==> config.mk <==
export PLATFORM = sky130hd
export DESIGN_NAME = down_counter_flat
export DESIGN_NICKNAME = d
export VERILOG_FILES = /design/src/rtl/alu16_pkg.sv /design/src/rtl/down_counter_if.sv /design/src/rtl/ffd_sr.sv /design/src/rtl/down_counter.sv /design/src/flat_wrapper.sv
export SDC_FILE = /design/constraint.sdc
export NUM_CORES = 1
export LEC_CHECK = 0
export BUFFER_PORTS_ARGS = -buffer_cell sky130_fd_sc_hd__buf_2
export CAP_MARGIN = 10
export CORE_AREA = 5 5 42 44
export CTS_BUF_LIST = sky130_fd_sc_hd__clkbuf_4
export DETAILED_ROUTE_END_ITERATION = 12
export DIE_AREA = 0 0 47 49
export HOLD_SLACK_MARGIN = 0.08
export PLACE_DENSITY = 0.75
export SKIP_CTS_REPAIR_TIMING = 1
export SYNTH_ARGS = -nofsm -noshare
export SYNTH_HDL_FRONTEND = slang
export SYNTH_HIERARCHICAL = 1
export SYNTH_SLANG_ARGS = --single-unit
export TNS_END_PERCENT = 1
==> constraint.sdc <==
create_clock -name clk -period 1.87 [get_ports clk]
set_input_delay 0.0935 -clock clk [delete_from_list [all_inputs] [get_ports clk]]
set_output_delay 0.0935 -clock clk [all_outputs]
set_load 0.01 [all_outputs]
==> src/rtl/alu16_pkg.sv <==
// Shared ALU16 definitions: counter FSM state encoding, default width and
// iteration counts used by the multiply/divide sequencer.
package alu16_pkg;

   typedef enum logic [1:0] {
      IDLE  = 2'b00,
      COUNT = 2'b01,
      TERM  = 2'b10
   } state_e;

   localparam int CNT_W    = 4;
   localparam int MUL_ITER = 8;
   localparam int DIV_ITER = 8;

endpackage

==> src/rtl/down_counter_if.sv <==
// Control/status bundle between the ALU16 sequencer (master) and the
// loadable down-counter (slave).
interface down_counter_if #(
   parameter int WIDTH = alu16_pkg::CNT_W
);

   logic             load;
   logic [WIDTH-1:0] load_val;
   logic             c_down;
   logic [WIDTH-1:0] out;
   logic             busy;
   logic             done;
   logic             underflow;

   modport master (
      output load, load_val, c_down,
      input  out, busy, done, underflow
   );

   modport slave (
      input  load, load_val, c_down,
      output out, busy, done, underflow
   );

endinterface

==> src/rtl/ffd_sr.sv <==
// Single-bit D flop with enable and synchronous active-high reset;
// reset takes priority over enable.
module ffd_sr (
   input  logic clk,
   input  logic rst,
   input  logic en_i,
   input  logic d_i,
   output logic q_o
);

   always_ff @(posedge clk) begin
      if (rst)
         q_o <= 1'b0;
      else if (en_i)
         q_o <= d_i;
   end

endmodule

==> src/rtl/down_counter.sv <==
// Loadable down-counter with busy flag, terminal-count pulse and sticky underflow.
// Define DOWN_COUNTER_WRAP_EN to wrap 0 -> 2^WIDTH-1 on decrement instead of saturating.
module down_counter
   import alu16_pkg::*;
#(
   parameter int WIDTH = CNT_W
) (
   input  logic           clk,
   input  logic           rst,
   down_counter_if.slave  bus
);

   localparam logic [WIDTH-1:0] ONE = WIDTH'(1);

   logic [WIDTH-1:0] cnt_q, cnt_d;
   logic [1:0]       state_bits_q;
   state_e           state_q, state_d;
   logic             busy_q, busy_d;
   logic             done_q, done_d;
   logic             uf_q, uf_d;
   logic             cnt_en;

   assign state_q = state_e'(state_bits_q);
   assign cnt_en  = bus.load | bus.c_down;

   always_comb begin
      cnt_d   = cnt_q;
      state_d = state_q;
      done_d  = 1'b0;
      uf_d    = uf_q;
      if (bus.load) begin
         cnt_d = bus.load_val;
         uf_d  = 1'b0;
         if (bus.load_val != '0) begin
            state_d = COUNT;
         end else begin
            state_d = TERM;
            done_d  = 1'b1;
         end
      end else if (bus.c_down) begin
         if (cnt_q == '0) begin
            uf_d = 1'b1;
`ifdef DOWN_COUNTER_WRAP_EN
            cnt_d   = '1;
            state_d = COUNT;
`endif
         end else begin
            cnt_d = cnt_q - ONE;
            if (cnt_q == ONE) begin
               state_d = TERM;
               done_d  = 1'b1;
            end
         end
      end
   end

   // busy is the registered image of the next state being COUNT
   assign busy_d = (state_d == COUNT);

   for (genvar i = 0; i < WIDTH; i++) begin : g_cnt
      ffd_sr u_cnt (
         .clk  (clk),
         .rst  (rst),
         .en_i (cnt_en),
         .d_i  (cnt_d[i]),
         .q_o  (cnt_q[i])
      );
   end

   for (genvar i = 0; i < 2; i++) begin : g_state
      ffd_sr u_state (
         .clk  (clk),
         .rst  (rst),
         .en_i (1'b1),
         .d_i  (state_d[i]),
         .q_o  (state_bits_q[i])
      );
   end

   ffd_sr u_busy (
      .clk  (clk),
      .rst  (rst),
      .en_i (1'b1),
      .d_i  (busy_d),
      .q_o  (busy_q)
   );

   ffd_sr u_done (
      .clk  (clk),
      .rst  (rst),
      .en_i (1'b1),
      .d_i  (done_d),
      .q_o  (done_q)
   );

   ffd_sr u_uf (
      .clk  (clk),
      .rst  (rst),
      .en_i (1'b1),
      .d_i  (uf_d),
      .q_o  (uf_q)
   );

   assign bus.out       = cnt_q;
   assign bus.busy      = busy_q;
   assign bus.done      = done_q;
   assign bus.underflow = uf_q;

endmodule

==> src/flat_wrapper.sv <==
// flat-port wrapper written by rule: the top's interface ports become plain ports
module down_counter_flat import alu16_pkg::*;
#(
   parameter int WIDTH = CNT_W
)
  (clk, rst, bus_load, bus_load_val, bus_c_down, bus_out, bus_busy, bus_done, bus_underflow);
  down_counter_if #(.WIDTH(WIDTH)) bus_i ();
  input  logic clk;
  input  logic rst;
  input wire logic [$bits(bus_i.load)-1:0] bus_load;
  input wire logic [$bits(bus_i.load_val)-1:0] bus_load_val;
  input wire logic [$bits(bus_i.c_down)-1:0] bus_c_down;
  output wire logic [$bits(bus_i.out)-1:0] bus_out;
  output wire logic [$bits(bus_i.busy)-1:0] bus_busy;
  output wire logic [$bits(bus_i.done)-1:0] bus_done;
  output wire logic [$bits(bus_i.underflow)-1:0] bus_underflow;
  assign bus_i.load = bus_load;
  assign bus_i.load_val = bus_load_val;
  assign bus_i.c_down = bus_c_down;
  assign bus_out = bus_i.out;
  assign bus_busy = bus_i.busy;
  assign bus_done = bus_i.done;
  assign bus_underflow = bus_i.underflow;
  down_counter #(.WIDTH(WIDTH)) u_core (.clk(clk), .rst(rst), .bus(bus_i));
endmodule
==> results of run 1 <==
cell families (layout without fill, tap and decap cells):
logic type,Yosys count,in the layout
buffers and inverters,5,22
AND/OR/NAND/NOR,30,30
AO/OA/AOI/OAI,11,11
other,1,5
adder cells (fa/ha/maj),2,2
flip-flops,9,9
multiplexers,10,10
registers in the layout (all words and copies together) (netlist names):
signal,count
u_core/g_state.u_state/q_o,2
u_core/u_busy/q_o,1
u_core/u_done/q_o,1
u_core/u_uf/q_o,1
u_core/g_cnt.u_cnt/q_o,4
where the power goes:
| part | internal [mW] | switching, mW | total, mW | leakage [nW] |
|---|---|---|---|---|
| logic | 0.0552 | 0.0643 | 0.119 | 0.264 |
| clock network | 0.0970 | 0.0721 | 0.169 | 0.0184 |
| registers | 0.204 | 0.0165 | 0.221 | 0.0740 |
cells in the final DEF (no fill, tap or decap), drive strengths merged, types with 2 or more instances in the layout:
cell type and instances:
buf 14, nor3 2, nor2 14, a21oi 4
clkbuf 4, a31oi 2, conb 5, mux2i 10
or2 2, o21ai 2, nand2 4, inv 4
dfxtp 9, ha 2
stage by stage:
stage               utilization  instances  total power, mW  hold slack, ns  cell area [µm²]
floorplan                     -         72            0.305           0.166              578
global placement          0.471        101            0.339           0.395              661
detailed placement        0.471        101            0.343           0.397              661
CTS                       0.493        105            0.517           0.107              691
global route              0.493        105            0.550           0.119              691
finish                    0.493        105            0.510           0.108              691
cell type report:
cell class	instances	area (µm²)
flip-flops and latches	9	180
fillers	155	711
clock buffers	4	30.0
repair buffers	14	70.1
multi-input cells	58	375
inverters	4	15.0
well taps	16	20.0
per-layer routing:
| metal | up-vias | track usage | part of all wire |
|---|---|---|---|
| li1 | 272 | - | - |
| met1 | 236 | 0.154 | 0.44 |
| met2 | 22 | 0.201 | 0.47 |
| met3 | 5 | 0.0258 | 0.051 |
| met4 | 0 | 0.111 | 0.041 |
| met5 | - | 0 | 0 |
final timing paths:
kind	to	slack, ns	depth (start not counted)
max	u_core/g_cnt[0].u_cnt/q_o$_SDFFE_PP0P_	0.13	7
min	u_core/u_done/q_o$_SDFFE_PP0P_	0.11	2
max reg2reg	u_core/g_cnt[0].u_cnt/q_o$_SDFFE_PP0P_	0.13	7
min reg2reg	u_core/g_cnt[1].u_cnt/q_o$_SDFFE_PP0P_	0.58	2
==> impl_summary.log, run 1 <==
INFO  metric report.final.slew_viol_count = 0
INFO  metric max-vdd-ir-drop = just over 0.0004 V
INFO  metric critical_path.top_delay_family = simple AND/OR/NAND/NOR gates
INFO  metric finalCritPeriodShare = 0.930
INFO  metric crit_path_cell_trace = inv_1 -> ha_1 -> or3b_1 -> a21o_1 -> a31oi_1 -> mux2i_1 -> nor2_1
INFO  metric arrival = 1.94 ns
INFO  metric synth_cell_types = 25
INFO  metric global_router_s_overall_resource_usage = 0.134
INFO  metric static-leakage-power = about 0.36 nW
INFO  metric critical-path-max-stage-delay = 0.42 ns
INFO  metric drt_pre_antenna_iters = 5
INFO  metric critical_path_buf_inv_count = 1
INFO  metric synth.most_common_cell = sky130_fd_sc_hd__nor2_1
INFO  metric die_height = between 40 and 50 µm
INFO  metric routed_wire_length_per_instance = 12.2 µm
INFO  metric design.core.area = approximately 1400 µm²
INFO  metric cts_inserted_buffers = 3
INFO  metric synth_top_cells_by_count = sky130_fd_sc_hd__nor2_1 (14), sky130_fd_sc_hd__mux2i_1 (10), sky130_fd_sc_hd__dfxtp_1 (9), sky130_fd_sc_hd__a21oi_1 (4), sky130_fd_sc_hd__nand2_1 (4)
INFO  metric min_delay_path_class = input pin to flop
INFO  metric post_synth_mux_area_share = 0.178
INFO  metric synth_simple_gate_area_share = 0.293
INFO  metric xor_xnor_share_of_the_synthesized_area = 0
INFO  metric syn_avg_cell_area = 8.28 µm²
INFO  metric largest_fanout_on_the_critical_path = 5
INFO  metric synth-compound-area-share = 0.118
INFO  metric buffer_ports.inserted = 14
INFO  metric io_pins = 15
INFO  metric vias_per_cell = between 5 and 6
INFO  metric syn_area = approximately 560 µm²
INFO  metric synth_fa_ha_area_frac = 0.0444
INFO  metric grt_pass1_vias = roughly 530
INFO  metric synthDominantCellAreaShare = 0.320
INFO  metric ys_seq_area_frac = 0.320
INFO  metric dp_hpwl = 964 µm
INFO  metric max-clock-path-buffers = 2
INFO  metric timing_worst_setup_path_type = flop to flop
INFO  metric reg2reg_from = u_core/g_cnt[0].u_cnt/q_o$_SDFFE_PP0P_
INFO  metric tritoncts = done
INFO  metric synth_warnings = 6
INFO  metric antenna_found_initial = 0
INFO  metric die-area = between 2000 and 2500 µm²
INFO  metric critPathLaunch = u_core/g_cnt[0].u_cnt/q_o$_SDFFE_PP0P_
INFO  metric syn_inst = 68
INFO  metric drc = 0
INFO  metric drt-initial-drc-count = 18
INFO  metric cp-end-kind = flop
INFO  metric synth_ff_type = sky130_fd_sc_hd__dfxtp_1
INFO  metric num_antenna_cells = 0
INFO  metric core.rowCount = 14
INFO  metric max_cap_violations = 0
INFO  metric run_status = completed
INFO  metric synth_top_family_by_area = simple AND/OR/NAND/NOR gates
INFO  metric detail-route-antenna-nets = 0
INFO  metric routed-via-count = about 540
INFO  metric asyncSetResetFlopFracSynth = 0
INFO  metric finalSetupViolations = 0
INFO  metric clock_sinks = 9
INFO  metric power_density = about 740 nW/µm²
INFO  metric initial_core_util = 0.402
INFO  metric cts.clk_slew.worst_paths = roughly 0.06 ns
INFO  metric chipWidth = between 40 and 50 µm
INFO  metric final_layout_size_suffix_gt1_frac = 0.247
INFO  metric worst_setup_path_start_kind = flop
INFO  metric wl = 1.28 mm
INFO  metric crit_required = about 2.1 ns
INFO  metric grt-ovfl-total = 0
INFO  metric timing.final.ws_setup = roughly 0.13 ns
INFO  metric place_ws = 0.199 ns
INFO  metric number_of_storage_elements_in_the_synthesis_netlist = 9
INFO  metric finalCriticalPeriod = roughly 1.7 ns
INFO  metric clockRootBuffer = sky130_fd_sc_hd__clkbuf_4
INFO  metric synth-edff-count = 0
INFO  metric grt_first_pass_wirelength = ~2.2 mm
INFO  metric finClkSkew = just over 0.004 ns
INFO  metric final_nets = 100
INFO  metric synth_top_area_cell = sky130_fd_sc_hd__dfxtp_1
INFO  metric timing_hold_violations_final = 0
INFO  metric area_growth_syn_to_layout = 22.7%
INFO  metric timing.critical_path.slowest_stage_cell = sky130_fd_sc_hd__or3b_1
INFO  metric globalplace.congestion = between 0.7 and 0.8
INFO  metric setup_repair_after_global_routing_missed_its_margin = false
INFO  metric max_freq = roughly 0.57 GHz
INFO  metric timing.setup.tns = 0 ns
INFO  metric min_delay_src = rst
INFO  metric synth_top_cells_by_area = sky130_fd_sc_hd__dfxtp_1 (32%), sky130_fd_sc_hd__mux2i_1 (18%), sky130_fd_sc_hd__nor2_1 (9.3%)
INFO  metric h-tree-depth = 1
INFO  metric grt_max_degree = 10
INFO  metric insertion_delay = about 0.27 ns
(Power assumes the default switching activity.)
==> run 2: changes to the inputs <==
- PLACE_DENSITY: 0.75 -> 0.71
- SYNTH_HIERARCHICAL: 1 -> not set
==> impl_summary.log, run 2 <==
INFO  metric timing_hold_violations_final = 0 (unchanged)
INFO  metric drc = 0 (unchanged)
INFO  metric final_cell_mix = sky130_fd_sc_hd__buf_2 (14), sky130_fd_sc_hd__dfxtp_1 (9), sky130_fd_sc_hd__nor2_1 (5), sky130_fd_sc_hd__a21oi_1 (5)
INFO  metric max-clock-path-buffers = 2 (unchanged)
INFO  metric tritoncts = done
INFO  metric synth_fa_ha_area_frac = 0.0739 (+0.0294)
INFO  metric synthDominantCellAreaShare = 0.355 (+0.0347)
INFO  metric chipWidth = 47 µm (unchanged)
INFO  metric cts.clk_slew.worst_paths = 0.06 ns (about the same)
INFO  metric top_regs = u_core.g_cnt.u_cnt.q_o x4, u_core.g_state.u_state.q_o x2
INFO  metric finalCriticalPeriod = 1.64 ns (-0.0984 ns)
INFO  metric ys_seq_area_frac = 0.355 (+0.0347)
INFO  metric crit_required = 2.04 ns (-0.03 ns)
INFO  metric syn_nets = between 60 and 70
INFO  metric synth-compound-area-share = 0.160 (+0.0423)
INFO  metric grt_pass1_vias = 404 (-23%)
INFO  metric area_growth_syn_to_layout = 15.3%
INFO  metric num_antenna_cells = 0 (unchanged)
INFO  metric power_density = 819 nW/µm² (+11%)
INFO  metric switching_share = 0.278 (-0.0217)
INFO  metric timing.reg2reg.worst_path_depth = 5 (-2)
INFO  metric antenna_found_initial = 0 (unchanged)
INFO  metric cp-end-kind = flop
INFO  metric hold_depth = 2 (unchanged)
INFO  metric initial_core_util = 0.362 (-0.0393)
INFO  metric power.share.combinational = 0.205 (-0.029)
INFO  metric routed_wire_length_per_instance = 12.6 µm (+2.7%)
INFO  metric min_delay_path_class = input pin to flop
INFO  metric max-vdd-ir-drop = 0.000382 V (-5.4%)
INFO  metric finalSetupViolations = 0 (unchanged)
INFO  metric drt_pre_antenna_iters = 4 (-1)
INFO  metric max_cap_violations = 0 (unchanged)
INFO  metric clock_power_share = 0.346 (+0.014)
INFO  metric tightestPinTransition = around 0.4 ns
INFO  metric final_layout_size_suffix_gt1_frac = 0.329 (+0.0814)
INFO  metric synth_warnings = 0 (-6)
INFO  metric worst_setup_path_start_kind = flop
INFO  metric worst_slew_margin_rel = 0.731
INFO  metric timing_worst_setup_path_type = flop to flop
INFO  metric synth.most_common_cell = sky130_fd_sc_hd__dfxtp_1
INFO  metric finalCritPeriodShare = 0.877 (-0.0526)
INFO  metric design.core.area = 1400 µm² (unchanged)
INFO  metric synth_top_family_by_area = simple AND/OR/NAND/NOR gates
INFO  metric synth_top_area_cell = sky130_fd_sc_hd__dfxtp_1
INFO  metric grt_first_pass_wirelength = 1.81 mm (-17%)
INFO  metric report.final.slew_viol_count = 0 (unchanged)
INFO  metric largest_fanout_on_the_critical_path = 4 (-1)
INFO  metric globalplace.congestion = 0.809 (+6.0%)
INFO  metric xor_xnor_share_of_the_synthesized_area = 0 (unchanged)
INFO  metric synth_simple_gate_area_share = 0.278 (-0.0150)
INFO  metric routed-via-count = 450 (-16%)
INFO  metric buffer_ports.inserted = 14 (unchanged)
INFO  metric timing.setup.tns = 0 ns (unchanged)
INFO  metric synth_top_cells_by_area = sky130_fd_sc_hd__dfxtp_1 (35%), sky130_fd_sc_hd__buf_4 (7.4%), sky130_fd_sc_hd__ha_1 (7.4%)
INFO  metric max_freq = 0.609 GHz (+6.0%)
INFO  metric cts_inserted_buffers = 3 (unchanged)
INFO  metric syn_avg_cell_area = 8.76 µm² (+5.8%)
INFO  metric detail-route-antenna-nets = 0 (unchanged)
INFO  metric internal-power = 0.346 mW (-2.9%)
INFO  metric clockRootBuffer = sky130_fd_sc_hd__clkbuf_4
INFO  metric run_status = completed
INFO  metric global_router_s_overall_resource_usage = 0.108 (-0.0257)
INFO  metric vias_per_cell = 5.23 (+2.7%)
INFO  metric finClkSkew = 0.00240 ns (-0.00166 ns)
INFO  metric grt_max_degree = 12 (+2)
INFO  metric net-switching-power = 0.134 mW (-13%)
INFO  metric critical-path-max-stage-delay = 0.41 ns (about the same)
INFO  metric leading_cell_type_in_the_layout_fill_and_taps_excluded = sky130_fd_sc_hd__buf_2
INFO  metric static-leakage-power = 0.255 nW (-29%)
INFO  metric post_synth_mux_area_share = 0.0197 (-0.158)
INFO  metric wl = 1.08 mm (-16%)
INFO  metric io_pins = 15 (unchanged)
INFO  metric insertion_delay = 0.26 ns (about the same)
INFO  metric syn_inst = 58 (-15%)
INFO  metric clock_sinks = 9 (unchanged)
INFO  metric core.rowCount = 14 (unchanged)
INFO  metric asyncSetResetFlopFracSynth = 0 (unchanged)
INFO  metric setup_repair_after_global_routing_missed_its_margin = false
INFO  metric syn_area = 508 µm² (-9.8%)
INFO  metric drt-initial-drc-count = 10 (-8)
INFO  metric final_nets = 82 (-18%)
INFO  metric synth_ff_type = sky130_fd_sc_hd__dfxtp_1
INFO  metric arrival = 1.81 ns (-0.13 ns)
INFO  metric max_flop_register = u_core.g_cnt.u_cnt.q_o
INFO  metric pwr-share-seq = 0.448 (+0.014)
INFO  metric die_height = 49 µm (unchanged)
INFO  metric crit_path_cell_trace = inv_1 -> ha_1 -> or3b_4 -> a21o_2 -> a311oi_1
INFO  metric number_of_storage_elements_in_the_synthesis_netlist = 9 (unchanged)
INFO  metric timing.critical_path.slowest_stage_cell = sky130_fd_sc_hd__or3b_4
INFO  metric die-area = 2300 µm² (unchanged)
INFO  metric synth-edff-count = 0 (unchanged)
INFO  metric dp_hpwl = 848 µm (-12%)
INFO  metric grt-ovfl-total = 0 (unchanged)
INFO  metric final_core_util = 0.418 (-0.0750)
INFO  metric synth_cell_types = 27 (+8.0%)
INFO  metric largest_register_ff_count = 4 (unchanged)
INFO  metric h-tree-depth = 1 (unchanged)
INFO  metric synth_top_cells_by_count = sky130_fd_sc_hd__dfxtp_1 (9), sky130_fd_sc_hd__a21oi_1 (5), sky130_fd_sc_hd__buf_4 (5), sky130_fd_sc_hd__nor2_1 (5), sky130_fd_sc_hd__inv_1 (4)
run 2: changes by cell type in the layout (fill, tap and decap cells not counted), moves of 2 or more:
cell	change
sky130_fd_sc_hd__o21ai_1	-2
sky130_fd_sc_hd__conb_1	-5
sky130_fd_sc_hd__nor2_1	-9
sky130_fd_sc_hd__nor4_1	+3
sky130_fd_sc_hd__or2_1	-2
sky130_fd_sc_hd__mux2i_1	-9
run 2: through the flow:
stage	worst slack [ns]	instances	total power [mW]	hold WS, ns	area, µm²
2_1_floorplan	0.345	58	0.295	0.246	508
3_3_place_gp	0.265	82	0.315	0.408	556
3_5_place_dp	0.242	82	0.317	0.415	556
4_1_cts	0.215	86	0.484	0.134	586
5_1_grt	0.0912	86	0.510	0.144	586
6_report	0.229	86	0.480	0.133	586
run 2: layout make-up:
| type | instances | area, µm² |
|---|---|---|
| fill | 156 | 816 |
| multi-input combinational | 39 | 270 |
| clock buffer | 4 | 30.0 |
| inverter | 4 | 15.0 |
| sequential | 9 | 180 |
| tap | 16 | 20.0 |
| timing repair buffer | 14 | 70.1 |
run 2: power by group through the flow:
| stage | registers (mW) | logic (mW) | clock network [mW] |
|---|---|---|---|
| 6_report | 0.215 | 0.0985 | 0.166 |
| 5_1_grt | 0.217 | 0.112 | 0.182 |
| 4_1_cts | 0.215 | 0.0997 | 0.170 |
| 3_5_place_dp | 0.219 | 0.0978 | 0 |
| 3_3_place_gp | 0.219 | 0.0961 | 0 |
| 2_1_floorplan | 0.219 | 0.0762 | 0 |
run 2: worst paths after layout:
| path | slack (ns) | startpoint | endpoint |
|---|---|---|---|
| hold / removal | 0.13 | bus_load | u_core.u_uf.q_o$_SDFFE_PP0P_ |
| hold reg to reg | 0.49 | u_core.g_state[0].u_state.q_o$_SDFF_PP0_ | u_core.g_state[0].u_state.q_o$_SDFF_PP0_ |
| setup reg to reg | 0.23 | u_core.g_cnt[1].u_cnt.q_o$_SDFFE_PP0P_ | u_core.g_cnt[0].u_cnt.q_o$_SDFFE_PP0P_ |
| setup / recovery | 0.23 | u_core.g_cnt[1].u_cnt.q_o$_SDFFE_PP0P_ | u_core.g_cnt[0].u_cnt.q_o$_SDFFE_PP0P_ |
run 2: cells by family after synthesis:
kind of cell | Yosys count
AND/OR/NAND/NOR | 24
adder cells (fa/ha/maj) | 3
AO/OA/AOI/OAI | 11
multiplexers | 1
flip-flops | 9
buffers and inverters | 10
run 2: critical path, delay by kind of cell, from the launching register on:
kind,cells,cell delay [ns]
fa+ha+maj,1,0.21
compound gates,2,0.46
buf+inv,1,0.15
simple gates,1,0.41
flops,1,0.33
run 2: routing by layer:
| metal | GRT usage | share of wire | up-vias |
|---|---|---|---|
| met1 | 0.137 | 0.42 | 198 |
| met2 | 0.154 | 0.47 | 16 |
| met3 | 0.0406 | 0.093 | 4 |
| li1 | - | - | 232 |
| met4 | 0.0553 | 0.019 | 0 |
| met5 | 0 | 0 | - |
